===== src/rtl/mem_access_fsm_if.sv =====
// rtl/mem_access_fsm_if.sv - handshake/strobe bundle between the load/store sequencer and the datapath
// master = sequencer side, slave = datapath/memory side.
interface mem_access_fsm_if #(
  parameter int DATA_W = 16,
  parameter int NREG   = 6
);
  logic              IF_active;
  logic [DATA_W-1:0] instruction;
  logic              MFC;
  logic              busy;
  logic              done;
  logic              err;
  logic [1:0]        err_code;
  logic              memEN;
  logic              RW;
  logic              marIn;
  logic              mdrWriteEN;
  logic              mdrReadEN;
  logic              mdrOut;
  logic              pcInc;
  logic [NREG-1:0]   rxOut;
  logic [NREG-1:0]   rxIn;

  modport master (
    input  IF_active, instruction, MFC,
    output busy, done, err, err_code, memEN, RW, marIn,
           mdrWriteEN, mdrReadEN, mdrOut, pcInc, rxOut, rxIn
  );

  modport slave (
    output IF_active, instruction, MFC,
    input  busy, done, err, err_code, memEN, RW, marIn,
           mdrWriteEN, mdrReadEN, mdrOut, pcInc, rxOut, rxIn
  );
endinterface


===== src/rtl/mem_access_fsm.sv =====
// rtl/mem_access_fsm.sv - parametrised LOAD/STORE sequencer driving MAR/MDR/register/memory strobes
// Strobes are flopped from the decoded state, so they trail the state register by one cycle.
module mem_access_fsm #(
  parameter int         DATA_W      = 16,
  parameter int         NREG        = 6,
  parameter logic [3:0] OPC_LOAD    = 4'b0011,
  parameter logic [3:0] OPC_STORE   = 4'b0100,
  parameter int         MFC_TIMEOUT = 15
) (
  input logic              clk,
  input logic              rst,
  mem_access_fsm_if.master bus
);
  localparam int PW = (DATA_W - 4) / 2;
  localparam int CW = $clog2(MFC_TIMEOUT + 1);

  typedef enum logic [3:0] {
    S_IDLE, S_ADDR, S_MAR, S_SDATA, S_SMDR, S_WAIT, S_LOUT, S_DONE, S_ERR
  } state_t;

  state_t            state, nxt;
  logic [DATA_W-1:0] instr_q;
  logic [CW-1:0]     cnt;
  logic [1:0]        err_code_q;
  logic              start, code_set;
  logic [1:0]        code_nxt;

  logic [3:0]    in_op;
  logic [PW-1:0] in_p1, in_p2, q_p1, q_p2;
  logic          is_store;

  logic d_busy, d_done, d_err, d_mem, d_rw, d_mar, d_mdw, d_mdr, d_mout, d_pc;
  logic [NREG-1:0] d_rxo, d_rxi;

  assign in_op    = bus.instruction[DATA_W-1 -: 4];
  assign in_p1    = bus.instruction[DATA_W-5 -: PW];
  assign in_p2    = bus.instruction[PW-1:0];
  assign q_p1     = instr_q[DATA_W-5 -: PW];
  assign q_p2     = instr_q[PW-1:0];
  assign is_store = (instr_q[DATA_W-1 -: 4] == OPC_STORE);
  assign bus.err_code = err_code_q;

  // Register 0 maps to the MSB of the select vector.
  function automatic logic [NREG-1:0] onehot(input logic [PW-1:0] idx);
    logic [NREG-1:0] oh;
    oh = '0;
    for (int i = 0; i < NREG; i++) oh[NREG-1-i] = (idx == PW'(i));
    return oh;
  endfunction

  function automatic logic bad_reg(input logic [PW-1:0] idx);
    return 32'(idx) >= 32'(NREG);
  endfunction

  always_ff @(posedge clk or posedge rst) begin
    if (rst) begin
      state      <= S_IDLE;
      instr_q    <= '0;
      err_code_q <= 2'b00;
    end else begin
      state <= nxt;
      if (start) instr_q <= bus.instruction;
      if (start || code_set) err_code_q <= code_nxt;
    end
  end

  always_ff @(posedge clk or posedge rst) begin
    if (rst)                cnt <= '0;
    else if (state != S_WAIT) cnt <= '0;
    else if (!bus.MFC)      cnt <= cnt + CW'(1);
  end

  always_comb begin
    nxt      = state;
    start    = 1'b0;
    code_set = 1'b0;
    code_nxt = 2'b00;
    if (bus.IF_active) begin
      nxt = S_IDLE;
    end else begin
      case (state)
        S_IDLE: begin
          if (in_op == OPC_LOAD || in_op == OPC_STORE) begin
            start = 1'b1;
            if (bad_reg(in_p1) || bad_reg(in_p2)) begin
              nxt      = S_ERR;
              code_nxt = 2'b01;
            end else begin
              nxt = S_ADDR;
            end
          end
        end
        S_ADDR:  nxt = S_MAR;
        S_MAR:   nxt = is_store ? S_SDATA : S_WAIT;
        S_SDATA: nxt = S_SMDR;
        S_SMDR:  nxt = S_WAIT;
        S_WAIT: begin
          if (bus.MFC) begin
            nxt = is_store ? S_DONE : S_LOUT;
          end else if (cnt == CW'(MFC_TIMEOUT - 1)) begin
            nxt      = S_ERR;
            code_set = 1'b1;
            code_nxt = 2'b10;
          end
        end
        S_LOUT:  nxt = S_DONE;
        S_DONE:  nxt = S_IDLE;
        S_ERR:   nxt = S_IDLE;
        default: nxt = S_IDLE;
      endcase
    end
  end

  always_comb begin
    d_busy = (state != S_IDLE);
    d_done = 1'b0;
    d_err  = 1'b0;
    d_mem  = 1'b0;
    d_rw   = 1'b0;
    d_mar  = 1'b0;
    d_mdw  = 1'b0;
    d_mdr  = 1'b0;
    d_mout = 1'b0;
    d_pc   = 1'b0;
    d_rxo  = '0;
    d_rxi  = '0;
    case (state)
      S_ADDR:  begin d_rxo = onehot(q_p2); d_pc  = 1'b1; end
      S_MAR:   begin d_rxo = onehot(q_p2); d_mar = 1'b1; end
      S_SDATA: d_rxo = onehot(q_p1);
      S_SMDR:  begin d_rxo = onehot(q_p1); d_mdw = 1'b1; end
      S_WAIT:  begin d_mem = 1'b1; d_rw = !is_store; d_mdr = !is_store; end
      S_LOUT:  begin d_mout = 1'b1; d_rw = 1'b1; d_rxi = onehot(q_p1); end
      S_DONE:  d_done = 1'b1;
      // A bad register index skips the faulting instruction; a timeout does not.
      S_ERR:   begin d_err = 1'b1; d_pc = (err_code_q == 2'b01); end
      default: ;
    endcase
  end

  always_ff @(posedge clk or posedge rst) begin
    if (rst) begin
      bus.busy       <= 1'b0;
      bus.done       <= 1'b0;
      bus.err        <= 1'b0;
      bus.memEN      <= 1'b0;
      bus.RW         <= 1'b0;
      bus.marIn      <= 1'b0;
      bus.mdrWriteEN <= 1'b0;
      bus.mdrReadEN  <= 1'b0;
      bus.mdrOut     <= 1'b0;
      bus.pcInc      <= 1'b0;
      bus.rxOut      <= '0;
      bus.rxIn       <= '0;
    end else begin
      bus.busy       <= d_busy;
      bus.done       <= d_done;
      bus.err        <= d_err;
      bus.memEN      <= d_mem;
      bus.RW         <= d_rw;
      bus.marIn      <= d_mar;
      bus.mdrWriteEN <= d_mdw;
      bus.mdrReadEN  <= d_mdr;
      bus.mdrOut     <= d_mout;
      bus.pcInc      <= d_pc;
      bus.rxOut      <= d_rxo;
      bus.rxIn       <= d_rxi;
    end
  end
endmodule


===== src/flat_wrapper.sv =====
// flat-port wrapper written by rule: the top's interface ports become plain ports
module mem_access_fsm_flat 
#(
  parameter int         DATA_W      = 16,
  parameter int         NREG        = 6,
  parameter logic [3:0] OPC_LOAD    = 4'b0011,
  parameter logic [3:0] OPC_STORE   = 4'b0100,
  parameter int         MFC_TIMEOUT = 15
)
  (clk, rst, bus_IF_active, bus_instruction, bus_MFC, bus_busy, bus_done, bus_err, bus_err_code, bus_memEN, bus_RW, bus_marIn, bus_mdrWriteEN, bus_mdrReadEN, bus_mdrOut, bus_pcInc, bus_rxOut, bus_rxIn);
  mem_access_fsm_if #(.DATA_W(DATA_W), .NREG(NREG)) bus_i ();
  input logic clk;
  input logic rst;
  input wire logic [$bits(bus_i.IF_active)-1:0] bus_IF_active;
  input wire logic [$bits(bus_i.instruction)-1:0] bus_instruction;
  input wire logic [$bits(bus_i.MFC)-1:0] bus_MFC;
  output wire logic [$bits(bus_i.busy)-1:0] bus_busy;
  output wire logic [$bits(bus_i.done)-1:0] bus_done;
  output wire logic [$bits(bus_i.err)-1:0] bus_err;
  output wire logic [$bits(bus_i.err_code)-1:0] bus_err_code;
  output wire logic [$bits(bus_i.memEN)-1:0] bus_memEN;
  output wire logic [$bits(bus_i.RW)-1:0] bus_RW;
  output wire logic [$bits(bus_i.marIn)-1:0] bus_marIn;
  output wire logic [$bits(bus_i.mdrWriteEN)-1:0] bus_mdrWriteEN;
  output wire logic [$bits(bus_i.mdrReadEN)-1:0] bus_mdrReadEN;
  output wire logic [$bits(bus_i.mdrOut)-1:0] bus_mdrOut;
  output wire logic [$bits(bus_i.pcInc)-1:0] bus_pcInc;
  output wire logic [$bits(bus_i.rxOut)-1:0] bus_rxOut;
  output wire logic [$bits(bus_i.rxIn)-1:0] bus_rxIn;
  assign bus_i.IF_active = bus_IF_active;
  assign bus_i.instruction = bus_instruction;
  assign bus_i.MFC = bus_MFC;
  assign bus_busy = bus_i.busy;
  assign bus_done = bus_i.done;
  assign bus_err = bus_i.err;
  assign bus_err_code = bus_i.err_code;
  assign bus_memEN = bus_i.memEN;
  assign bus_RW = bus_i.RW;
  assign bus_marIn = bus_i.marIn;
  assign bus_mdrWriteEN = bus_i.mdrWriteEN;
  assign bus_mdrReadEN = bus_i.mdrReadEN;
  assign bus_mdrOut = bus_i.mdrOut;
  assign bus_pcInc = bus_i.pcInc;
  assign bus_rxOut = bus_i.rxOut;
  assign bus_rxIn = bus_i.rxIn;
  mem_access_fsm #(.DATA_W(DATA_W), .NREG(NREG), .OPC_LOAD(OPC_LOAD), .OPC_STORE(OPC_STORE), .MFC_TIMEOUT(MFC_TIMEOUT)) u_core (.clk(clk), .rst(rst), .bus(bus_i));
endmodule

===== config.mk =====
export PLATFORM = sky130hd
export DESIGN_NAME = mem_access_fsm_flat
export DESIGN_NICKNAME = d
export VERILOG_FILES = /design/src/rtl/mem_access_fsm_if.sv /design/src/rtl/mem_access_fsm.sv /design/src/flat_wrapper.sv
export SDC_FILE = /design/constraint.sdc
export NUM_CORES = 1
export LEC_CHECK = 0
export CORE_MARGIN = 3
export CORE_UTILIZATION = 30
export DETAILED_ROUTE_END_ITERATION = 10
export GPL_ROUTABILITY_DRIVEN = 1
export PLACE_DENSITY_LB_ADDON = 0.08
export SYNTH_ARGS = -nofsm -noshare
export SYNTH_HDL_FRONTEND = slang
export SYNTH_SLANG_ARGS = --single-unit

===== constraint.sdc =====
create_clock -name clk -period 3 [get_ports clk]
set_clock_uncertainty 0.2 [all_clocks]
set_input_delay 0.45 -clock clk [delete_from_list [all_inputs] [get_ports clk]]
set_output_delay 0.45 -clock clk [all_outputs]
set_load 0.02 [all_outputs]

==> Word-level counts from Yosys, hierarchy flattened <==
Index checks and enable logic that the tools add are counted.
{ "classes": {"n_mux": 34, "magnitude_cmp": 2, "eq_ne": 27, "addsub": 1, "reduce_logical": 11} }
{ "op_table": {"columns": ["operator", "n"], "rows": [
  ["4-bit 2-to-1 mux", 7],
  ["4-bit one-hot mux with 7 select lines", 1],
  ["4-bit by 3-bit equality test with 1-bit output (second input constant)", 6],
  ["6-bit by 2-bit equality test with 1-bit output (second input constant)", 4],
  ["6-bit by 3-bit equality test with 1-bit output (second input constant)", 4],
  ["1-bit 2-to-1 mux", 16],
  ["4-bit by 2-bit equality test with 1-bit output (second input constant)", 3],
  ["6-bit by 1-bit equality test with 1-bit output (second input constant)", 2],
  ["6-bit by 3-bit greater-or-equal comparator with 1-bit output (second input constant)", 2],
  ["6-bit zero test", 2],
  ["6-bit one-hot mux with 2 select lines", 1],
  ["4-bit equality test (second input constant)", 2],
  ["2-bit 2-to-1 mux", 4],
  ["4-bit by 3-bit != test with 1-bit output (second input constant)", 2],
  ["6-bit 2-to-1 mux", 1],
  ["4-bit by 1-bit adder with 4-bit output (second input constant)", 1],
  ["4-bit by 1-bit equality test with 1-bit output (second input constant)", 1],
  ["4-bit zero test", 1],
  ["1-bit one-hot mux with 2 select lines", 2],
  ["2-bit one-hot mux with 2 select lines", 1],
  ["4-bit nonzero test", 1],
  ["2-bit OR reduction", 2],
  ["1-bit logical OR", 3],
  ["3-bit 2-to-1 mux", 1],
  ["5 further kinds", 5]
]} }
{ "word_totals": {"word_cells": 91, "in_bits": 20, "output_inout_bits": 24, "reg_bits": 48} }

==> Depth between registers and ports, before layout <==
{ "depth": {"depth_word": 6, "ltp_mapped": 6, "mapped_depth_nobuf": 6} }

==> Worst setup path before layout <==
OpenSTA, ideal clock, no wires.
{ "synth_path": {"path_kind": "input port to flip-flop", "startpoint": "input port bus_instruction[15]", "endpoint": "register u_core.instr_q[10]", "setup_ps": 125, "arrival_ps": 1506, "required_time_ps": 2675, "setup_slack_ps": 1169, "path_stages": 4, "n_path_buf": 1, "cell_sequence": "nor4b_1 o211a_1 buf_6 mux2_2"} }
{ "synth_between": {"elab_chain_len": 5, "word_cells_on_any_way": 6, "cone_classes": "eq/ne: 2; mux: 3; reduce/logical: 1"} }
{ "synth_lines": {"columns": ["item", "line_no", "text"], "rows": [
  ["from (decl)", "flat_wrapper.sv:15", "input wire logic [$bits(bus_i.instruction)-1:0] bus_instruction;"],
  ["4-bit by 2-bit equality test with 1-bit output or 4-bit by 3-bit equality test with 1-bit output (tied branches)", "mem_access_fsm.sv:83", "if (in_op == OPC_LOAD || in_op == OPC_STORE) begin"],
  ["1-bit logical OR (*)", "mem_access_fsm.sv:83", null],
  ["1-bit 2-to-1 mux (*)", "mem_access_fsm.sv:83", null],
  ["1-bit 2-to-1 mux (*)", "mem_access_fsm.sv:81", "case (state)"],
  ["1-bit 2-to-1 mux (*)", "mem_access_fsm.sv:78", "if (bus.IF_active) begin"],
  ["to (signal assigned)", "mem_access_fsm.sv:62", "if (start) instr_q <= bus.instruction;"],
  ["to (decl)", "mem_access_fsm.sv:22", "logic [DATA_W-1:0] instr_q;"]
]} }
Mark *: on every way between the ends. The rest lies on a longest branch, timed or not.
A chain may end at the register's enable or synchronous reset.

==> Final worst setup path <==
{ "layout_path": {"startpoint": "register u_core.state[0]", "endpoint": "register u_core.err_code_q[0], in the netlist u_core.bus.err_code[0]"} }
{ "layout_between": {"elab_chain_len": 4, "word_cells_on_any_way": 9, "cone_classes": "eq/ne: 1; mux: 6; reduce/logical: 2"} }
{ "layout_lines": {"columns": ["item", "line_no", "text"], "rows": [
  ["from (decl)", "mem_access_fsm.sv:21", "state_t state, nxt;"],
  ["from (signal assigned)", "mem_access_fsm.sv:61", "state <= nxt;"],
  ["4-bit by 3-bit equality test with 1-bit output or 4-bit zero test (tied branches)", "mem_access_fsm.sv:81", null],
  ["1-bit 2-to-1 mux", "mem_access_fsm.sv:81", null],
  ["1-bit 2-to-1 mux", "mem_access_fsm.sv:78", null],
  ["1-bit logical OR", "mem_access_fsm.sv:63", "if (start || code_set) err_code_q <= code_nxt;"],
  ["to (signal assigned)", "mem_access_fsm.sv:63", null],
  ["to (decl)", "mem_access_fsm.sv:24", "logic [1:0] err_code_q;"]
]} }
Parallel ways exist; a longest one is shown, timed or not.

==> results.md <==
* Fillers at 652
* CTS tree: built
* CP Class: flip-flop to flip-flop
* Initial core utilization at 32.0%
* Fin. Hold Viols at 0
* LEAKAGE at 1.13 nW
* Io pins at 44
* Asr flop ratio synth at 100%
* Final wirelength at 4230 um
* Nets@finish at 246
* Latest clock arrival within the worst-skew pair at 300 ps
* CP delay by family, top: simple AND/OR/NAND/NOR gates
* Worst Path Buf+Inv at 0
* Placement Cell Area at 0.00262 mm^2
* Wire per inst at 13.3 um
* IO buf count at 43
* Critical path fanouts, max at 18
* R2R Setup Slk at 680 ps
* Worst-Margin Slew at 962 ps
* DIE WIDTH at 89.7 um
* Critical path's largest stage delay at 710 ps
* Clk slew on worst S/H paths at 90 ps
* 1st-pass router iterations at 4
* Antenna violations before repair at 0
* CTS max path bufs at 2
* Synthesized area at 0.00210 mm^2
* Gate Count Post-Synth at 179
* Die Span Y at 89.7 um
* Seq. cell area at 0.00120 mm^2
* Setup TNS at 0 ps
* Synth Flop Type: dfrtp_1
* Worst hold path type: flip-flop to flip-flop
* WP data required at 2960 ps
* Layout cells sized above 1 at 14.2%
* Post-layout min period at 2320 ps
* Pwr Density at 502 mW/mm^2
* Slew headroom at 35.0%
* Overflow left after global routing at 0
* Status: finished clean
* Total of max-cap violations at 0
* Period utilization at 77.4%
* CP Capture Type: flip-flop
* Core Box Area at 0.00657 mm^2
* Final setup fails at 0
* Largest net degree at the start of global routing at 33
* Ys Warns at 0
* Inserted Clock Buffers at 5
* # DRC at 0
* First-pass GRT wire length at 7410 um
* Unique masters post-synth at 47
* Number of flops mapped to enable cells by yosys at 0
* Max-slew violations at 0
* Clock H-tree levels at 2
* Cts hold-fix bufs at 0
* GRT Total Usage at 11.2%
* Syn Area/Cell at 11.8 um^2
* Sink Count at 48
* Power Total at 0.00136 W
* Arr. time, crit path at 2280 ps
* Slowest stage cell, crit path: dfrtp_1
* Setup bufs post-CTS at 0
* Post-route ant nets at 0
* Fin util at 41.3%
* RSZ-0062 raised after global routing: no
* Detailed Route Iter0 Violations at 45
* ANT cells at 0
* Fmax at 430 MHz
* Vias per inst at 4.55
* Area Overhead vs Synth at 29.0%
* Yosys reg bits at 48
* CP Launch Type: flip-flop
* Clock root buffer: clkbuf_8
* FP Rows at 29
* Register area share after synthesis at 57.1%
* Post-synthesis net count at 201
* # resized after CTS at 0
* Max IR drop VDD at 0.218 mV
* Area leader, netlist: dfrtp_1
* Top cells by area, synth: dfrtp_1 57%, mux2_2 6.4%, nor2_1 3.0%
* Area of the multi-input gates at 808 um^2
* Crit-path cells: nand4bb_1 -> or4b_4 -> nand2_1 -> mux2i_1
* Post-synth top area share at 57.1%
* Hpwl dp at 3120 um
* Fin area at 0.00271 mm^2
* Routability congestion estimate at 0.774
* Area of the die at 0.00805 mm^2
* Vias at 1448
* Vias in the first global route at 1527
==> flip-flops by register name (all words and copies together), names as in the netlist <==
| register | flops |
|---|---|
| u_core.bus.mdrReadEN | 1 |
| u_core.bus.done | 1 |
| u_core.bus.rxOut | 6 |
| u_core.bus.busy | 1 |
| u_core.bus.marIn | 1 |
| u_core.instr_q | 16 |
| u_core.bus.RW | 1 |
| u_core.bus.mdrWriteEN | 1 |
| u_core.bus.err | 1 |
| u_core.bus.mdrOut | 1 |
| u_core.bus.rxIn | 6 |
| u_core.state | 4 |
| u_core.cnt | 4 |
| u_core.bus.pcInc | 1 |
| u_core.bus.memEN | 1 |
| u_core.bus.err_code | 2 |
==> final timing paths <==
check | startpoint | endpoint | cells past startpoint
max | u_core.state[0] | u_core.bus.err_code[0] | 4
min | u_core.instr_q[15] | u_core.instr_q[15] | 1
max reg2reg | u_core.state[0] | u_core.bus.err_code[0] | 4
min reg2reg | u_core.instr_q[15] | u_core.instr_q[15] | 1
max in group asynchronous | rst | u_core.instr_q[10] | 3
min in group asynchronous | rst | u_core.bus.rxOut[2] | 2
==> cell usage after synthesis (2+ instances only) <==
cell and count:
nor2b_1 3, o21ai_0 6, ha_1 2, xor2_1 2, nor3_1 7, buf_2 3, nor4bb_1 2, nand3b_1 2
buf_6 3, xnor2_1 2, inv_1 8, nand2_1 14, nor2_1 17, nand2b_1 7, mux2_2 12, nor4b_1 5
or4_1 2, o22ai_1 3, mux2i_1 2, a21oi_1 3, dfrtp_1 48
==> logic make-up after synthesis <==
| kind of cell | after synthesis | synth area share, % |
|---|---|---|
| and+or+nand+nor | 69 | 19.5 |
| DFF | 48 | 57.1 |
| adders and majority gates | 2 | 1.19 |
| buffers and inverters | 17 | 4.46 |
| xor gates and xnor gates | 4 | 1.67 |
| AOI/OAI and AO/OA | 25 | 8.69 |
| muxes | 14 | 7.38 |
==> report_power, final <==
| group | internal [W] | switching [W] |
|---|---|---|
| Sequential | 0.000711 | 0.0000579 |
| Combinational | 0.000107 | 0.0000884 |
| Clock | 0.000187 | 0.000212 |
==> placed cells by master, fill, tap and decap left out, types with 4 or more instances in the layout <==
cell | netlist | final
mux2_2 | 12 | 12
nand2b_1 | 7 | 7
nor2_1 | 17 | 17
buf_4 | 1 | 4
o21ai_0 | 6 | 6
inv_1 | 8 | 7
nor3_1 | 7 | 7
dfrtp_1 | 48 | 48
clkdlybuf4s50_1 | 0 | 43
nor4b_1 | 5 | 5
nand2_1 | 14 | 14
clkbuf_8 | 0 | 6
==> cell type report <==
| class | instances | share of cell area [%] |
|---|---|---|
| clock buffer | 6 | 3.04 |
| clock inverter | 2 | 0.553 |
| inverter | 8 | 1.11 |
| multi-input combinational | 114 | 29.8 |
| sequential | 48 | 44.3 |
| tap | 93 | 4.29 |
| timing repair buffer | 47 | 17.0 |
==> stage by stage <==
| stage | hold slack (ps) | setup slack, ps | cells |
|---|---|---|---|
| after floorplan | 265 | 1170 | 179 |
| after global placement | 292 | 493 | 310 |
| after detailed placement | 300 | 413 | 310 |
| after CTS | 315 | 655 | 318 |
| after global routing | 347 | 481 | 318 |
| final | 307 | 677 | 318 |
==> metal layers <==
metal  part of all wire [%]  wire length (um)  vias to the layer above  GRT usage [%]
li1                       -                 -                      722              -
met1                     48              2040                      678           15.1
met2                     45              1930                       43           17.2
met3                    5.1               214                        5           3.42
met4                    1.2                51                        0           3.96
met5                      0                 0                        -              0
No activity file was read; power rests on OpenSTA's default activity.
